### src/rtl/reg_file_pkg.sv
// reg_file_pkg: shared constants, register word type and byte-merge helper
// for the reg_file_sb register file.
package reg_file_pkg;

    localparam int unsigned DEF_WIDTH = 32;
    localparam int unsigned DEF_DEPTH = 8;

    // Widest word the merge helper handles; callers zero-extend and truncate.
    localparam int unsigned MAX_WIDTH = 256;
    localparam int unsigned MAX_BYTES = MAX_WIDTH / 8;

    typedef logic [DEF_WIDTH-1:0] word_t;
    typedef logic [MAX_WIDTH-1:0] merge_word_t;
    typedef logic [MAX_BYTES-1:0] merge_be_t;

    // Byte i of the result comes from new_w when be[i] is set, else from old_w.
    function automatic merge_word_t byte_merge(merge_word_t old_w,
                                               merge_word_t new_w,
                                               merge_be_t   be);
        merge_word_t res;
        res = old_w;
        for (int unsigned i = 0; i < MAX_BYTES; i++) begin
            if (be[i]) begin
                res[8*i +: 8] = new_w[8*i +: 8];
            end
        end
        return res;
    endfunction

endpackage

### src/rtl/reg_file_scoreboard.sv
// reg_file_scoreboard: one pending-write bit per register. Issue sets,
// writeback clears, issue wins when both hit the same index.
module reg_file_scoreboard
    import reg_file_pkg::*;
#(
    parameter int unsigned DEPTH    = DEF_DEPTH,
    parameter int unsigned AW       = $clog2(DEPTH),
    parameter int unsigned ZERO_REG = 1
) (
    input  logic          i_clk,
    input  logic          i_rst,
    input  logic          i_set_en,
    input  logic [AW-1:0] i_set_idx,
    input  logic          i_clr_en,
    input  logic [AW-1:0] i_clr_idx,
    input  logic [AW-1:0] i_rd_idx1,
    input  logic [AW-1:0] i_rd_idx2,
    output logic          o_busy1,
    output logic          o_busy2
);

    logic [DEPTH-1:0] r_busy;
    logic             w_set_ok;

    // Issues to a hardwired-zero register are dropped.
    always_comb begin
        w_set_ok = i_set_en && !((ZERO_REG != 0) && (i_set_idx == '0));
    end

    // Busy flops: reset clears all; set has priority over clear.
    always_ff @(posedge i_clk) begin
        if (i_rst) begin
            r_busy <= '0;
        end else begin
            for (int unsigned i = 0; i < DEPTH; i++) begin
                if (w_set_ok && (i_set_idx == AW'(i))) begin
                    r_busy[i] <= 1'b1;
                end else if (i_clr_en && (i_clr_idx == AW'(i))) begin
                    r_busy[i] <= 1'b0;
                end
            end
        end
    end

    // Read-out muxes for the two read ports.
    always_comb begin
        o_busy1 = r_busy[i_rd_idx1];
        o_busy2 = r_busy[i_rd_idx2];
    end

endmodule

### src/rtl/reg_file_sb.sv
// reg_file_sb: DEPTH x WIDTH register file, 2 async read / 1 byte-enabled
// write port, optional hardwired-zero register 0, pending-write scoreboard.
// Optional macro REGFILE_WRITE_BYPASS_EN: forwards the in-flight write to
// read ports addressing the same register in the same cycle.
module reg_file_sb
    import reg_file_pkg::*;
#(
    parameter int unsigned WIDTH    = DEF_WIDTH,
    parameter int unsigned DEPTH    = DEF_DEPTH,
    parameter int unsigned AW       = $clog2(DEPTH),
    parameter int unsigned ZERO_REG = 1
) (
    input  logic               Clock,
    input  logic               Reset,
    input  logic               RegWrite,
    input  logic [AW-1:0]      WriteRegNo,
    input  logic [WIDTH-1:0]   WriteData,
    input  logic [WIDTH/8-1:0] WriteByteEn,
    input  logic               IssueValid,
    input  logic [AW-1:0]      IssueRegNo,
    input  logic [AW-1:0]      ReadReg1,
    input  logic [AW-1:0]      ReadReg2,
    output logic [WIDTH-1:0]   ReadData1,
    output logic [WIDTH-1:0]   ReadData2,
    output logic               Busy1,
    output logic               Busy2
);

    logic [WIDTH-1:0] r_regs [DEPTH];
    logic [WIDTH-1:0] w_wr_merged;
    logic             w_wr_en;
    logic             w_sb_busy1;
    logic             w_sb_busy2;

    // Merged write word and write qualification (register 0 may be hardwired).
    always_comb begin
        w_wr_merged = WIDTH'(byte_merge(MAX_WIDTH'(r_regs[WriteRegNo]),
                                        MAX_WIDTH'(WriteData),
                                        MAX_BYTES'(WriteByteEn)));
        w_wr_en     = RegWrite && !((ZERO_REG != 0) && (WriteRegNo == '0));
    end

    // Data array: reset clears everything, otherwise byte-enabled writeback.
    always_ff @(posedge Clock) begin
        if (Reset) begin
            for (int unsigned i = 0; i < DEPTH; i++) begin
                r_regs[i] <= '0;
            end
        end else if (w_wr_en) begin
            r_regs[WriteRegNo] <= w_wr_merged;
        end
    end

    reg_file_scoreboard #(
        .DEPTH    (DEPTH),
        .AW       (AW),
        .ZERO_REG (ZERO_REG)
    ) u_sb (
        .i_clk     (Clock),
        .i_rst     (Reset),
        .i_set_en  (IssueValid),
        .i_set_idx (IssueRegNo),
        .i_clr_en  (RegWrite),
        .i_clr_idx (WriteRegNo),
        .i_rd_idx1 (ReadReg1),
        .i_rd_idx2 (ReadReg2),
        .o_busy1   (w_sb_busy1),
        .o_busy2   (w_sb_busy2)
    );

    // Read port 1: stored value, optional same-cycle forward, zero override.
    always_comb begin
        ReadData1 = r_regs[ReadReg1];
        Busy1     = w_sb_busy1;
`ifdef REGFILE_WRITE_BYPASS_EN
        if (w_wr_en && (ReadReg1 == WriteRegNo)) begin
            ReadData1 = w_wr_merged;
            if (!(IssueValid && (IssueRegNo == ReadReg1))) begin
                Busy1 = 1'b0;
            end
        end
`endif
        if ((ZERO_REG != 0) && (ReadReg1 == '0)) begin
            ReadData1 = '0;
            Busy1     = 1'b0;
        end
    end

    // Read port 2: same structure as port 1.
    always_comb begin
        ReadData2 = r_regs[ReadReg2];
        Busy2     = w_sb_busy2;
`ifdef REGFILE_WRITE_BYPASS_EN
        if (w_wr_en && (ReadReg2 == WriteRegNo)) begin
            ReadData2 = w_wr_merged;
            if (!(IssueValid && (IssueRegNo == ReadReg2))) begin
                Busy2 = 1'b0;
            end
        end
`endif
        if ((ZERO_REG != 0) && (ReadReg2 == '0)) begin
            ReadData2 = '0;
            Busy2     = 1'b0;
        end
    end

endmodule
### config.mk
export PLATFORM = sky130hd
export DESIGN_NAME = reg_file_sb
export DESIGN_NICKNAME = d
export VERILOG_FILES = /design/src/rtl/reg_file_pkg.sv /design/src/rtl/reg_file_scoreboard.sv /design/src/rtl/reg_file_sb.sv
export SDC_FILE = /design/constraint.sdc
export NUM_CORES = 1
export LEC_CHECK = 0
export BUFFER_PORTS_ARGS = -buffer_cell sky130_fd_sc_hd__clkbuf_2
export CELL_PAD_IN_SITES_DETAIL_PLACEMENT = 1
export CELL_PAD_IN_SITES_GLOBAL_PLACEMENT = 2
export CORE_ASPECT_RATIO = 1.1
export CORE_UTILIZATION = 30
export CTS_CLUSTER_SIZE = 8
export DETAILED_ROUTE_END_ITERATION = 7
export GPL_TIMING_DRIVEN = 0
export PLACE_DENSITY = 0.6
export SETUP_SLACK_MARGIN = 0.3
export SYNTH_ARGS = -nofsm -noshare
export SYNTH_HDL_FRONTEND = slang
export SYNTH_HIERARCHICAL = 1
export SYNTH_SLANG_ARGS = --single-unit
### constraint.sdc
create_clock -name Clock -period 1.8 [get_ports Clock]
set_clock_uncertainty 0.05 [all_clocks]
set_input_delay 0.27 -clock Clock [delete_from_list [all_inputs] [get_ports Clock]]
set_output_delay 0.27 -clock Clock [all_outputs]
set_load 0.005 [all_outputs]
# Word-level counts from Yosys, hierarchy flattened
# Memory sizes are Yosys's and may differ from the RTL's.
# Index checks and enable logic that the tools add are counted.
# W data, S select, Z words.
[word_totals]
word_cells = 102
memories = 1
ram_bits = 256
regBits = 8
out_inout_bits = 66
[mem_list]
columns = ["name", "words", "word_bits", "read_ports", "rd_clocked_by_memory_dff", "wr", "line", "text"]
rows = [
  ["r_regs", 8, 32, 2, 0, 8, "reg_file_sb.sv:29", "logic [WIDTH-1:0] r_regs [DEPTH];"],
]
[classes]
muxes = 36
n_eq_ne = 18
n_reduce_logical = 37
n_lt_le_gt_ge = 2
[ops]
columns = ["operator", "n"]
rows = [
  ["$mux W32", 3],
  ["$mux W8", 4],
  ["$reduce_or A32 Y1", 1],
  ["$mux W1", 25],
  ["$eq A3 B3 Y1 const B", 8],
  ["$logic_and A1 B1 Y1", 18],
  ["$reduce_bool A2 Y1", 8],
  ["$eq A3 B2 Y1 const B", 4],
  ["$logic_not A3 Y1", 4],
  ["$lt A3 B4 Y1 const B", 2],
  ["$reduce_and A2 Y1", 4],
  ["$bmux W1 S3", 2],
  ["$eq A3 B1 Y1 const B", 2],
  ["$mux W4", 1],
  ["$ne A1 B1 Y1 const B", 4],
  ["$mux W3", 1],
  ["$logic_not A1 Y1", 2],
]

# Longest topological paths before layout
# Gate-level depths: netlist of run 1.
[logic_depth]
word_depth = 9
ltp_mapped = 6
mapped_depth_nobuf = 3

# Hierarchy
# Netlist of run 1, hierarchy kept.
[by_module_without_submodules]
columns = ["mod", "n_inst", "seq_area_each_um2", "cells_per_inst", "area_per_inst_um2"]
rows = [
  ["reg_file_sb", 1, 6726.5, 923, 12096.6],
  ["reg_file_scoreboard", 1, 160.2, 47, 460.4],
]

# Worst setup path after synthesis of run 1
# No wires, ideal clock.
[synth_timing]
kind = "in2out"
start = "in ReadReg2[0]"
end = "out ReadData2[10]"
t_arrival_ns = 1.274
slack_ns = 0.206
t_required_ns = 1.480
cell_stages = 5
path_cell_list = "buf_4 buf_2 mux2_2 a221oi_1 a221oi_1"
[synth_via]
elab_chain_len = 2
[synth_rtl]
columns = ["element", "line", "text"]
rows = [
  ["start, declared", "reg_file_sb.sv:22", "input logic [AW-1:0] ReadReg2,"],
  ["$mem_v2 Z8 W32 / $logic_not A3 Y1 (equally long branches)", "n/a", ""],
  ["$mux W32 *", "reg_file_sb.sv:101", "if ((ZERO_REG != 0) && (ReadReg2 == '0)) begin"],
  ["end, declared", "reg_file_sb.sv:24", "output logic [WIDTH-1:0] ReadData2,"],
]
# Every way passes the cells marked *; elsewhere a longest branch is shown, timed or not.

# Worst setup path after layout of run 1
[layout_timing]
start = "reg u_sb.r_busy[4]"
end = "out Busy2"
[layout_via]
elab_chain_len = 3
[layout_rtl]
columns = ["element", "line", "text"]
rows = [
  ["start, declared", "reg_file_scoreboard.sv:22", "logic [DEPTH-1:0] r_busy;"],
  ["start signal, assigned", "reg_file_scoreboard.sv:33", "r_busy <= '0;"],
  ["start signal, assigned by index", "reg_file_scoreboard.sv:37", "r_busy[i] <= 1'b1;"],
  ["start signal, assigned by index", "reg_file_scoreboard.sv:39", "r_busy[i] <= 1'b0;"],
  ["$bmux W1 S3", "reg_file_scoreboard.sv:48", "o_busy2 = r_busy[i_rd_idx2];"],
  ["$mux W1 (implied by the code)", "reg_file_scoreboard.sv:48", ""],
  ["via w_sb_busy2", "reg_file_sb.sv:33", "logic w_sb_busy2;"],
  ["$mux W1", "reg_file_sb.sv:101", ""],
  ["end, declared", "reg_file_sb.sv:26", "output logic Busy2"],
]
# The timed path passes the listed nets, and every way through them passes these cells. The select of a mux whose other input is x is not followed.

==> results of run 1 <==
-- sequential cells by signal (all words and copies together), names as in the netlist --
register     count
u_sb/r_busy      8
r_regs         224
-- layout by cell type (no fill, tap or decap), drive strengths merged --
cell type / Yosys / layout
a21oi: 8 / 8
a221oi: 117 / 117
o21ai: 6 / 6
a311oi: 9 / 9
clkinv: 0 / 1
o31a: 2 / 2
nand4: 1 / 1
and2: 226 / 226
nor3: 4 / 4
nand4b: 4 / 4
mux2i: 119 / 119
a31oi: 1 / 1
diode: 0 / 1
mux2: 66 / 66
clkbuf: 36 / 194
nor2: 25 / 25
nand4bb: 4 / 4
nor2b: 16 / 16
dlygate4sd3: 0 / 3
o311a: 1 / 1
nand2: 6 / 6
nand3: 4 / 4
or2: 28 / 28
edfxtp: 224 / 224
inv: 2 / 2
dfxtp: 8 / 8
a211oi: 9 / 9
a22o: 1 / 1
buf: 32 / 130
o31ai: 1 / 1
nand2b: 6 / 6
mux4: 4 / 4
-- how the worst max path moves through the flow --
stage	endpoint	slack (ns)	start
CTS	Busy2	-0.41	u_sb/r_busy[0]
finish	Busy2	-0.39	u_sb/r_busy[4]
global placement	ReadData2[26]	-1.11	ReadReg2[2]
floorplan	ReadData1[13]	0.27	ReadReg1[1]
detailed placement	ReadData2[26]	-1.07	ReadReg2[2]
global route	Busy2	-0.42	u_sb/r_busy[0]
-- repair_timing --
item	CTS	global route
gates cloned	1	2
pin swaps	42	35
endpoints found under the setup margin	371	138
resized for setup	392	79
hold buffers	3	0
setup buffers	44	41
endpoints found under the hold margin	3	0
-- critical path, delay by kind of cell, from the launching register on --
family / cells / cell delay [ns]
flip-flops: 1 / 0.32
buffers and inverters: 1 / 0.14
multiplexers: 2 / 0.73
AO/OA/AOI/OAI: 1 / 0.16
-- layer usage --
| layer | GRT usage | up-vias |
|---|---|---|
| met3 | 0.0313 | 72 |
| met5 | 0 | - |
| met1 | 0.301 | 4780 |
| met4 | 0.0742 | 0 |
| li1 | - | 4274 |
| met2 | 0.374 | 198 |
-- cell families (layout without fill, tap and decap cells) --
logic type             Yosys count  count (layout)  share of synthesized area
and+or+nand+nor                324             324                      0.158
DFF                            232             232                      0.548
muxes                          189             189                      0.162
AOI/OAI and AO/OA              155             155                      0.103
buffers and inverters           70             330                     0.0279
other                            0               1                          0
-- layout make-up --
| type | count | area (sq um) | share of cell area |
|---|---|---|---|
| tap | 560 | 701 | 0.0387 |
| antenna | 1 | 2.50 | 0.000138 |
| sequential | 232 | 6890 | 0.381 |
| multi-input combinational | 668 | 7250 | 0.401 |
| timing repair buffer | 208 | 1360 | 0.0750 |
| buffer | 68 | 895 | 0.0494 |
| clock inverter | 1 | 8.76 | 0.000484 |
| inverter | 2 | 7.51 | 0.000415 |
| clock buffer | 51 | 978 | 0.0541 |
-- cell usage after synthesis (all sizes together) (9+ instances only) --
| cell | instances | area, sq um |
|---|---|---|
| mux2 | 66 | 743 |
| a221oi | 117 | 1020 |
| mux2i | 119 | 1190 |
| nor2b | 16 | 100 |
| a311oi | 9 | 78.8 |
| and2 | 226 | 1410 |
| buf | 32 | 196 |
| or2 | 28 | 175 |
| a211oi | 9 | 67.6 |
| edfxtp | 224 | 6730 |
| clkbuf | 36 | 146 |
| nor2 | 25 | 93.8 |
-- report_power, final --
part | leakage [nW] | internal, mW | switching [mW] | total (mW)
clock | 0.477 | 3.71 | 2.38 | 6.09
combinational | 4.17 | 1.20 | 1.46 | 2.66
sequential | 2.20 | 6.24 | 0.178 | 6.41
total | 6.85 | 11.1 | 4.03 | 15.2
-- per-stage QoR --
stage,worst slack [ns],instance area [sq um]
5_1_grt,-0.420,18100
3_5_place_dp,-1.07,14000
4_1_cts,-0.411,17300
6_report,-0.393,18100
3_3_place_gp,-1.11,14000
2_1_floorplan,0.274,12700
==> run_results.csv, run 1 <==
group,metric,value,unit
sta,finalHoldWorstSlack,0.0253,ns
power_and_ir_drop,static-leakage-power,6.85,nW
die,fp.coreArea,41300,sq um
die,floorplan.io_pins,118,
drt,m1WireLength,21.9,mm
drt,dr_total_vias,9324,
hold_path,hold_end,"u_sb/r_busy[6]",
sta,slew_violations,0,
setup_path,crit_path_start_kind,"flip-flop",
placed_design,routabilityCongestion,0.772,
grt,vias_in_the_first_global_route,10200,
die,design.die.area,42700,sq um
drt,routed-wl-met2,23.3,mm
hold_path,hp-class,"in -> reg",
cts,cts_root_buffer,"clkbuf_16",
run_status,violated_checks,"setup timing",
cts,clk_latency,0.52,ns
cts,cts_max_path_buffers,3,
logic_synthesis,yosysWarningCount,6,
drt,drc,0,
run_status,status,"complete, but fails checks",
setup_path,worstPathRequired,1.48,ns
sta,setup_violations,66,
cts,clkSinkCount,232,
die,fp.dieW,197,um
setup_path,critical_path.slowest_cell,"mux4_2",
power_and_ir_drop,peakVddDrop,0.499,mV
setup_path,timing.critical_path.cells,"mux4_2 -> mux2_4 -> o31a_1 -> clkbuf_2",
logic_synthesis,async_reset_ff_frac,0,
finish,areaGrowthSynthToFinish,44.1,%
logic_synthesis,synthCells,970,
setup_path,worst_r2r_path_depth,2,
grt,global_route.usage.total,0.225,
drt,drt-pass1-iter-count,5,
hold_path,hold_start,"IssueValid",
logic_synthesis,yosys_reg_bits,232,
sta,slack_of_the_critical_path,-0.393,ns
grt,grt_first_pass_wirelength,69.1,mm
logic_synthesis,synth.lib_cells_used.distinct,33,
finish,drive_gt1_frac,0.464,
drt,wire_length_on_met3,1.46,mm
setup_path,worstReg2RegEnd,"u_sb/r_busy[6]",
drt,detailedRoute.firstIterationViolations,359,
finish,fillCellCount,4196,
drt,highest-signal-layer,"met4",
grt,globalRoute.totalOverflow,0,
setup_path,r2r_start,"u_sb/r_busy[6]",
drt,vias_per_cell,5.21,
setup_path,path_max_fanout,3,
sta,timing_worst_slew_pin_value,0.593,ns
logic_synthesis,ys_seq_area_frac,0.548,
cts,cts-buffers-inserted,35,
setup_path,timing.critical_path.to_type,"primary output",
power_and_ir_drop,fin_total_pwr,15.2,mW
placed_design,placed_cells,1647,
sta,slew-limit-headroom,0.605,
drt,wl,47.9,mm
finish,finish.cell_count_without_fillers,1791,
sta,grt_setup_unrepaired,"true",
grt,number_of_antenna_violations_at_the_first_check_in_global_routing,1,
job,max-cap-violations,0,
drt,postRouteAntennaNets,0,
logic_synthesis,syn_area_per_cell,12.9,sq um
sta,fin_crit_sh,1.22,
setup_path,cp.arrival,1.87,ns
hold_path,min_delay_path_depth,3,
sta,fmax,0.456,GHz
die,rows,78,
logic_synthesis,synth_fp_nets,1022,
placed_design,hpwl,31.6,mm
finish,utilization,0.438,
die,fp.dieH,217,um
logic_synthesis,synth-main-ff-cell,"edfxtp_1",
logic_synthesis,synth_edf_count,224,
setup_path,reg2reg_setup_slack,1.09,ns
grt,grt_start_max_net_pins,13,
die,floorplan.initialDensity,0.304,
drt,route.detailed.wl_per_inst,26.8,um
sta,hold_violations,0,
sta,timing.final.crit_period,2.19,ns
placed_design,port-buffer-count,117,
cts,cts_max_level,2,
logic_synthesis,netlist_area_before_placement,12600,sq um
cts,cts_tree,"built",
sta,finalSetupTns,-13.33,ns
power_and_ir_drop,power.density,838,nW/um^2
finish,finish.net_count,1267,
setup_path,cp_slowest_stage_delay,0.44,ns
setup_path,worst-setup-path-type,"reg -> out",
cts,register_clock_pin_slew_on_the_reported_worst_setup_and_hold_paths,0.05,ns
Note: power is estimated with default switching activity, not from simulation.
==> inputs of run 2 (changes only) <==
Settings changed: MAX_ROUTING_LAYER from default to met4, SLEW_MARGIN from default to 20.
==> run 2 against run 1 <==
Compared with the run above:
- the flow still finishes with violations (setup timing)
- critical path depth unchanged
- cell area unchanged
- sequential share of layout area unchanged
- critical path type unchanged
- sequential power about the same
- cell count unchanged
- utilization unchanged
- register-to-register slack about the same
- setup slack improved by 0.0017 ns
- global-route usage increased by 0.67 points
- clock power about the same
- hold slack got worse by 0.00074 ns
- non-clock buffer count unchanged
==> run_results.csv, run 2 (same netlist as run 1, synthesis figures left out) <==
group,metric,value,unit
cts,cts_root_buffer,"clkbuf_16",
finish,drive_gt1_frac,0.464,
sta,finalHoldWorstSlack,0.0246,ns
die,fp.coreArea,41300,sq um
drt,drt-pass1-iter-count,5,
sta,fin_crit_sh,1.22,
setup_path,timing.critical_path.to_type,"primary output",
sta,timing_worst_slew_pin_value,0.583,ns
cts,clk_latency,0.52,ns
setup_path,cp.arrival,1.87,ns
setup_path,worstPathRequired,1.48,ns
setup_path,worstReg2RegEnd,"u_sb/r_busy[6]",
setup_path,worst_r2r_path_depth,2,
finish,finish.net_count,1267,
grt,globalRoute.totalOverflow,0,
drt,drc,0,
drt,wl,48.0,mm
placed_design,hpwl,31.6,mm
sta,slew-limit-headroom,0.611,
die,floorplan.io_pins,118,
setup_path,worst-setup-path-type,"reg -> out",
cts,clkSinkCount,232,
setup_path,r2r_start,"u_sb/r_busy[6]",
setup_path,timing.critical_path.cells,"mux4_2 -> mux2_4 -> o31a_1 -> clkbuf_2",
sta,fmax,0.456,GHz
placed_design,port-buffer-count,117,
die,fp.dieW,197,um
setup_path,crit_path_start_kind,"flip-flop",
setup_path,cp_num_cells,4,
finish,areaGrowthSynthToFinish,44.1,%
drt,dr_total_vias,9339,
die,floorplan.initialDensity,0.304,
drt,detailedRoute.firstIterationViolations,390,
run_status,status,"complete, but fails checks",
cts,cts-buffers-inserted,35,
setup_path,critical_path_buf_inv_count,1,
power_and_ir_drop,fin_total_pwr,15.2,mW
sta,grt_setup_unrepaired,"true",
die,rows,78,
grt,number_of_antenna_violations_at_the_first_check_in_global_routing,1,
cts,cts_max_level,2,
setup_path,critical_path.slowest_cell,"mux4_2",
job,max-cap-violations,0,
power_and_ir_drop,static-leakage-power,6.85,nW
die,design.die.area,42700,sq um
grt,grt_first_pass_wirelength,69.1,mm
grt,global_route.usage.total,0.232,
cts,cts_tree,"built",
grt,vias_in_the_first_global_route,10200,
power_and_ir_drop,peakVddDrop,0.500,mV
cts,register_clock_pin_slew_on_the_reported_worst_setup_and_hold_paths,0.05,ns
finish,largestRegisters,"r_regs x224, u_sb/r_busy x8",
finish,most-common-layout-cells,"and2_1 (226), edfxtp_1 (224), mux2i_1 (119), clkbuf_2 (110), buf_4 (87)",
finish,max_flop_register,"r_regs",
sta,timing.final.crit_period,2.19,ns
drt,vias_per_cell,5.21,
power_and_ir_drop,power.density,839,nW/um^2
finish,number_of_flip_flops_in_the_largest_register,224,
hold_path,hp-class,"in -> reg",
setup_path,critPathCapture,"Busy2",
run_status,violated_checks,"setup timing",
drt,postRouteAntennaNets,0,
placed_design,placed_cells,1647,
setup_path,path_max_fanout,3,
die,fp.dieH,217,um
cts,cts_max_path_buffers,3,
finish,finish.cell_count_without_fillers,1791,
setup_path,worst_path_dominant_cell_family,"multiplexers",
setup_path,cp-startpoint,"u_sb/r_busy[0]",
finish,fillCellCount,4196,
sta,hold_violations,0,
finish,mostFrequentLayoutCell,"and2_1",
setup_path,cp_slowest_stage_delay,0.44,ns
sta,slack_of_the_critical_path,-0.392,ns
setup_path,reg2reg_setup_slack,1.09,ns
sta,setup_violations,66,
sta,slew_violations,0,
drt,route.detailed.wl_per_inst,26.8,um
grt,grt_start_max_net_pins,13,
placed_design,routabilityCongestion,0.782,
-- run 2: routing by layer --
layer | global-route usage | vias to the layer above | routed length (um)
li1 | - | 4267 | -
met1 | 0.302 | 4788 | 21600
met2 | 0.376 | 214 | 23400
met3 | 0.0302 | 70 | 1750
met4 | 0.0708 | 0 | 1220
met5 | - | - | 0
-- run 2: report_power, final --
part	switching (mW)	internal, mW	total (mW)
logic	1.46	1.20	2.66
clock network	2.39	3.71	6.10
registers	0.179	6.24	6.42
-- run 2: area by class of cell --
cell class	instances	area [sq um]	area share
Timing Repair Buffer	208	1360	0.0750
Sequential cell	232	6890	0.381
Buffer	68	895	0.0494
Antenna cell	1	2.50	0.000138
Inverter	2	7.51	0.000415
Clock inverter	1	8.76	0.000484
Tap cell	560	701	0.0387
Multi-Input combinational cell	668	7250	0.401
Clock buffer	51	978	0.0541
-- run 2: worst min-delay path, cell delays in order --
cell and delay, ns:
clkbuf_2 0.12, nand3_1 0.09, a21oi_1 0.05
-- run 2: worst min path at each step --
stage / start / end / slack, ns / cells past startpoint
after global routing: IssueValid / u_sb/r_busy[6] / 0.06 / 3
after global placement: u_sb/r_busy[0] / u_sb/r_busy[0] / 0.41 / 1
final: IssueValid / u_sb/r_busy[6] / 0.02 / 3
after detailed placement: u_sb/r_busy[0] / u_sb/r_busy[0] / 0.41 / 1
after floorplan: IssueRegNo[0] / u_sb/r_busy[3] / 0.37 / 2
after CTS: IssueValid / u_sb/r_busy[6] / 0.003 / 3
-- run 2: timing repair --
item                                    in CTS  in global routing
gates cloned                                 1                  2
hold buffers                                 3                  0
hold endpoints to repair                     3                  0
setup buffers                               44                 41
pin swaps                                   42                 35
endpoints found under the setup margin     371                138
resized for setup                          392                 79
-- run 2: stage by stage --
| stage | util | area [sq um] | worst slack (ns) | TNS, ns |
|---|---|---|---|---|
| final | 0.438 | 18100 | -0.392 | -13.40 |
| after global routing | 0.438 | 18100 | -0.420 | -17.00 |
| after CTS | 0.420 | 17300 | -0.411 | -16.07 |
| after detailed placement | 0.339 | 14000 | -1.07 | -223.16 |
| after global placement | 0.339 | 14000 | -1.11 | -219.15 |
| after floorplan | - | 12700 | 0.274 | 0 |
